===== config.mk =====
export PLATFORM = sky130hd
export DESIGN_NAME = fifo_rd_stream_adapter
export DESIGN_NICKNAME = d
export VERILOG_FILES = /design/src/rtl/fifo_pkg.sv /design/src/rtl/fifo_rd_stream_adapter_skid.sv /design/src/rtl/fifo_rd_stream_adapter.sv
export SDC_FILE = /design/constraint.sdc
export NUM_CORES = 1
export LEC_CHECK = 0
export ABC_AREA = 1
export BUFFER_PORTS_ARGS = -buffer_cell sky130_fd_sc_hd__buf_2
export CAP_MARGIN = 20
export CORE_ASPECT_RATIO = 2
export CORE_UTILIZATION = 59
export DETAILED_ROUTE_END_ITERATION = 8
export PLACE_DENSITY = 0.85
export SYNTH_ARGS = -nofsm -noshare
export SYNTH_HDL_FRONTEND = slang
export SYNTH_SLANG_ARGS = --single-unit

===== constraint.sdc =====
create_clock -name clk -period 4 [get_ports clk]
set_input_delay 0 -clock clk [delete_from_list [all_inputs] [get_ports clk]]
set_output_delay 0 -clock clk [all_outputs]
set_load 0.01 [all_outputs]

===== src/rtl/fifo_pkg.sv =====
// Shared types and constants for the FIFO read-side stream adapter.
// The skid buffer depth is fixed at two: one word in flight plus one already held.
package fifo_pkg;

  localparam int FIFO_DATA_WIDTH = 8;
  localparam int SKID_DEPTH      = 2;
  localparam int SKID_OCC_W      = $clog2(SKID_DEPTH + 1);

  typedef logic [FIFO_DATA_WIDTH-1:0] fifo_word_t;
  typedef logic [SKID_OCC_W-1:0]      skid_occ_t;

  // Encoded as {push, pop} so the operation can be built directly from the strobes.
  typedef enum logic [1:0] {
    SKID_IDLE = 2'b00,
    SKID_POP  = 2'b01,
    SKID_PUSH = 2'b10,
    SKID_BOTH = 2'b11
  } skid_op_e;

endpackage


===== src/rtl/fifo_rd_stream_adapter_skid.sv =====
// Two-entry skid buffer, oldest word first; head is always entry 0.
// Flush empties the buffer and clears the stored words.
module fifo_rd_skid
  import fifo_pkg::*;
#(
  parameter int DATA_WIDTH = FIFO_DATA_WIDTH
) (
  input  logic                  clk,
  input  logic                  rst_n,
  input  logic                  flush,
  input  logic                  push,
  input  logic [DATA_WIDTH-1:0] push_data,
  input  logic                  pop,
  output skid_occ_t             occ,
  output logic [DATA_WIDTH-1:0] head
);

  localparam skid_occ_t SKID_FULL  = SKID_OCC_W'(SKID_DEPTH);
  localparam skid_occ_t SKID_EMPTY = '0;

  logic [DATA_WIDTH-1:0] entry_q [SKID_DEPTH];
  logic [DATA_WIDTH-1:0] entry_d [SKID_DEPTH];
  skid_occ_t             occ_q;
  skid_occ_t             occ_d;
  skid_op_e              op;

  always_comb begin
    entry_d = entry_q;
    occ_d   = occ_q;
    op      = skid_op_e'({push, pop});
    if (flush) begin
      occ_d      = SKID_EMPTY;
      entry_d[0] = '0;
      entry_d[1] = '0;
    end else begin
      unique case (op)
        SKID_PUSH: begin
          if (occ_q == SKID_EMPTY) begin
            entry_d[0] = push_data;
          end else begin
            entry_d[1] = push_data;
          end
          occ_d = occ_q + 1'b1;
        end
        SKID_POP: begin
          entry_d[0] = entry_q[1];
          occ_d      = occ_q - 1'b1;
        end
        SKID_BOTH: begin
          // Occupancy is unchanged; the arriving word lands behind whatever remains.
          if (occ_q == SKID_FULL) begin
            entry_d[0] = entry_q[1];
            entry_d[1] = push_data;
          end else begin
            entry_d[0] = push_data;
          end
        end
        default: ;
      endcase
    end
  end

  generate
    for (genvar gi = 0; gi < SKID_DEPTH; gi++) begin : g_entry
      always_ff @(posedge clk or negedge rst_n) begin
        if (!rst_n) begin
          entry_q[gi] <= '0;
        end else begin
          entry_q[gi] <= entry_d[gi];
        end
      end
    end
  endgenerate

  always_ff @(posedge clk or negedge rst_n) begin
    if (!rst_n) begin
      occ_q <= SKID_EMPTY;
    end else begin
      occ_q <= occ_d;
    end
  end

  assign occ  = occ_q;
  assign head = entry_q[0];

  // The issue rule upstream must never let a word arrive into a full buffer.
  a_no_overflow : assert property (@(posedge clk) disable iff (!rst_n)
    !(push && !pop && !flush && occ_q == SKID_FULL));

  a_no_underflow : assert property (@(posedge clk) disable iff (!rst_n)
    !(pop && occ_q == SKID_EMPTY));

endmodule


===== src/rtl/fifo_rd_stream_adapter.sv =====
// Read-side master for the synchronous FIFO: issues r_en, captures the registered
// data_out a cycle later and presents it as a valid/ready stream framed into bursts.
module fifo_rd_stream_adapter
  import fifo_pkg::*;
#(
  parameter int DATA_WIDTH = FIFO_DATA_WIDTH,
  parameter int BURST_LEN  = 4,
  parameter int CNT_W      = 16
) (
  input  logic                  clk,
  input  logic                  rst_n,
  input  logic                  en,
  input  logic                  flush,
  input  logic                  fifo_empty,
  input  logic [DATA_WIDTH-1:0] fifo_rdata,
  output logic                  fifo_r_en,
  output logic                  m_valid,
  input  logic                  m_ready,
  output logic [DATA_WIDTH-1:0] m_data,
  output logic                  m_last,
  output logic [CNT_W-1:0]      beats_out
);

  localparam int                 BURST_W    = $clog2(BURST_LEN);
  localparam logic [BURST_W-1:0] BURST_LAST = BURST_W'(BURST_LEN - 1);
  localparam int                 PEND_W     = SKID_OCC_W + 1;
  localparam logic [PEND_W-1:0]  PEND_LIMIT = PEND_W'(SKID_DEPTH);

  skid_occ_t             occ;
  logic [DATA_WIDTH-1:0] head;
  logic                  pop;
  logic                  capture;
  logic                  issue;
  logic [PEND_W-1:0]     pending;

  logic                  inflight_q;
  logic                  inflight_d;
  logic [BURST_W-1:0]    burst_q;
  logic [BURST_W-1:0]    burst_d;
  logic [CNT_W-1:0]      beats_q;
  logic [CNT_W-1:0]      beats_d;

  fifo_rd_skid #(
    .DATA_WIDTH (DATA_WIDTH)
  ) u_skid (
    .clk       (clk),
    .rst_n     (rst_n),
    .flush     (flush),
    .push      (capture),
    .push_data (fifo_rdata),
    .pop       (pop),
    .occ       (occ),
    .head      (head)
  );

  always_comb begin
    pop = (occ != '0) && m_ready;
    // Words held plus the one in flight, minus the one leaving this cycle; the
    // m_ready term is what keeps a full-rate stream free of bubbles.
    pending = PEND_W'(occ) + PEND_W'(inflight_q) - PEND_W'(pop);
    issue   = rst_n && en && !flush && !fifo_empty && (pending < PEND_LIMIT);
    capture = inflight_q && !flush;

    inflight_d = issue;

    burst_d = burst_q;
    if (flush) begin
      burst_d = '0;
    end else if (pop) begin
      burst_d = (burst_q == BURST_LAST) ? '0 : burst_q + 1'b1;
    end

    beats_d = beats_q + CNT_W'(pop);
  end

  always_ff @(posedge clk or negedge rst_n) begin
    if (!rst_n) begin
      inflight_q <= 1'b0;
      burst_q    <= '0;
      beats_q    <= '0;
    end else begin
      inflight_q <= inflight_d;
      burst_q    <= burst_d;
      beats_q    <= beats_d;
    end
  end

  assign fifo_r_en = issue;
  assign m_valid   = (occ != '0);
  assign m_data    = head;
  assign m_last    = m_valid && (burst_q == BURST_LAST);
  assign beats_out = beats_q;

endmodule


==> impl_metrics.sql <==
INSERT INTO impl_metrics (metric_group, metric, value, unit) VALUES
('status', 'status', 'finished, violations left', ''),
('status', 'failed_checks', 'design-rule violations', ''),
('place', 'postPlaceCellArea', '2220', 'µm²'),
('timing', 'worst_slew_margin_rel', '0.436', ''),
('timing', 'finalCriticalPeriod', '2.53', 'ns'),
('clock_network', 'clock_tree.root_cell', 'clkbuf_8', ''),
('floorplanning', 'pin_count', '41', ''),
('place', 'numPortBuffers', '40', ''),
('final_layout', 'area_delta_synth_final', '14.7', '%'),
('logic_synthesis', 'syn_avg_cell_area', '7.91', 'µm²'),
('floorplanning', 'floorplan.die.width', '44.2', 'µm'),
('logic_synthesis', 'synth-main-ff-cell', 'dfrtp_1', ''),
('route', 'vias', '1819', ''),
('timing', 'fin_skew', '0.00238', 'ns'),
('floorplanning', 'die_area', '3810', 'µm²'),
('critical_path', 'setup.worst_path.start_class', 'flop', ''),
('final_layout', 'layout.filler_cells', '276', ''),
('critical_path', 'cp-startpoint', 'u_skid.occ[1]$_DFFE_PN0P_', ''),
('timing', 'finalCritPeriodShare', '0.634', ''),
('clock_network', 'cts_num_sinks', '37', ''),
('logic_synthesis', 'synthDominantAreaCellType', 'dfrtp_1', ''),
('clock_network', 'numCtsBuffers', '5', ''),
('grt', 'first_global_vias', '1884', ''),
('logic_synthesis', 'yosysTopAreaCellShare', '0.442', ''),
('critical_path', 'setup.worst_path.class', 'reg -> out', ''),
('grt', 'grtUsageTotal', '0.273', ''),
('logic_synthesis', 'post_synth_edffs', '0', ''),
('logic_synthesis', 'synth.net_count', '283', ''),
('power', 'pwr-share-comb', '0.325', ''),
('place', 'preCtsSetupSlack', '1.60', 'ns'),
('power', 'power.net_switching', '0.441', 'mW'),
('critical_path', 'worstSetupEndpointType', 'primary output', ''),
('timing', 'rsz_0062_raised_after_global_routing', 'no', ''),
('route', 'final_antenna_net_count', '0', ''),
('route', 'drtPass1Iterations', '6', ''),
('power', 'clk_pwr_share', '0.224', ''),
('logic_synthesis', 'async_reset_ff_frac', '1.00', ''),
('critical_path', 'regToRegStartpoint', 'u_skid.occ[1]$_DFFE_PN0P_', ''),
('floorplanning', 'chipHeight', '86.3', 'µm'),
('route', 'detailedRoute.firstIterationViolations', '40', ''),
('logic_synthesis', 'postSynthCellCount', '265', ''),
('critical_path', 'worst-endpoint-arrival', '2.53', 'ns'),
('floorplanning', 'placementRows', '30', ''),
('power', 'power.share.sequential', '0.450', ''),
('power', 'switching_share', '0.394', ''),
('clock_network', 'clk_pin_slew', '0.07', 'ns'),
('logic_synthesis', 'post_synth_num_cell_types', '29', ''),
('logic_synthesis', 'synth.most_common_cell', 'nand2_1', ''),
('final_layout', 'final_layout_size_suffix_gt1_frac', '0.198', ''),
('timing', 'timing_worst_slew_pin_value', '0.846', 'ns'),
('floorplanning', 'floorplan.initialDensity', '0.621', ''),
('grt', 'grt.overflow.total', '0', ''),
('timing', 'final_critical_path_setup_slack', '1.47', 'ns'),
('final_layout', 'layout.cell_area.non_filler', '2410', 'µm²'),
('logic_synthesis', 'syn-cell-area', '2100', 'µm²'),
('timing', 'timing.final.setup_violations', '0', ''),
('logic_synthesis', 'seq_area_frac_synth', '0.442', ''),
('power', 'internal_power_contribution', '0.680', 'mW'),
('clock_network', 'clkLatencyLatePin', '0.28', 'ns'),
('timing', 'finalMaxSlewViolations', '0', ''),
('clock_network', 'post-cts-setup-buffers', '0', ''),
('critical_path', 'cp_max_fo', '13', ''),
('worst_hold_path', 'hold_path_startpoint', 'en', ''),
('route', 'detail_route.wl_per_cell', '13.4', 'µm'),
('timing', 'clock.fmax', '394', 'MHz'),
('worst_hold_path', 'hp-class', 'in -> reg', ''),
('route', 'remaining_drc_errors', '5', ''),
('place', 'hpwlAfterDp', '3420', 'µm'),
('logic_synthesis', 'synth_warnings', '0', ''),
('power', 'power.static_leakage', '1.36', 'nW'),
('grt', 'pin_count_of_the_biggest_net_entering_global_routing', '39', '');
-- final timing paths --
check / end / slack, ns / cells past startpoint
setup reg to reg: beats_out[12]$_DFF_PN0_ / 1.59 / 11
max in group asynchronous: u_skid.head[7]$_DFFE_PN0P_ / 3.12 / 2
hold reg to reg: u_skid.head[5]$_DFFE_PN0P_ / 0.49 / 2
hold / removal: inflight_q$_DFF_PN0_ / 0.04 / 5
min in group asynchronous: beats_out[2]$_DFF_PN0_ / 0.36 / 2
setup / recovery: fifo_r_en / 1.47 / 7
-- per-stage QoR --
step | power [mW] | hold slack (ns) | util | instances
floorplan | 0.781 | -0.296 | - | 265
global placement | 0.854 | 0.136 | 0.658 | 322
detailed placement | 0.868 | 0.135 | 0.658 | 322
CTS | 1.13 | 0.0401 | 0.712 | 340
global route | 1.20 | 0.0727 | 0.712 | 340
finish | 1.12 | 0.0432 | 0.712 | 340
-- per-layer routing --
metal	up-vias	GRT usage	routed length [µm]
met1	825	0.266	1720
met4	0	0.138	131
met2	53	0.523	2590
met3	12	0.0333	128
li1	929	-	-
met5	-	0	0
-- worst max-delay path: stages (launching register included) --
cell	delay, ns
dfrtp_1	0.67
nand2_2	0.27
nor2_1	0.22
o21ai_0	0.12
fa_1	0.51
nand2_1	0.05
nor3_1	0.23
buf_2	0.17
-- flip-flops by register name, indices dropped and copies added, names as in the netlist --
name,cells
u_skid.entry_q,8
u_skid.head,8
burst_q,2
inflight_q,1
beats_out,16
u_skid.occ,2
-- final cells by class --
class / instances / area [µm²] / share of cell area
flip-flops and latches: 37 / 926 / 0.385
inverters: 19 / 71.3 / 0.0296
well taps: 32 / 40.0 / 0.0166
repair buffers: 50 / 300 / 0.125
clock buffers: 6 / 72.6 / 0.0302
clock inverters: 2 / 10.0 / 0.00416
multi-input cells: 194 / 986 / 0.410
-- power groups by stage --
stage	Sequential, mW	Combinational, mW	Clock [mW]
global placement	0.508	0.345	0
detailed placement	0.511	0.357	0
global route	0.513	0.416	0.268
CTS	0.504	0.367	0.257
floorplan	0.503	0.278	0
finish	0.505	0.365	0.252
-- cells in the final DEF, fill, tap and decap left out, types with 5 or more instances in the layout --
cell,count
nand2_1,92
dfrtp_1,37
xor2_1,8
inv_1,16
dlygate4sd3_1,10
nand3_1,50
clkbuf_8,5
buf_2,40
nor2_1,11
-- timing repair --
action,4_1_cts,5_1_grt
hold endpoints to repair,46,0
setup endpoints to repair,0,0
hold buffers,10,0
-- logic make-up after synthesis --
kind of cell / share of synthesized area
xor gates and xnor gates: 0.0459
AOI/OAI and AO/OA: 0.0346
buffers and inverters: 0.0883
adders and majority gates: 0.0274
and+or+nand+nor: 0.362
DFF: 0.442
(Power assumes the default switching activity.)
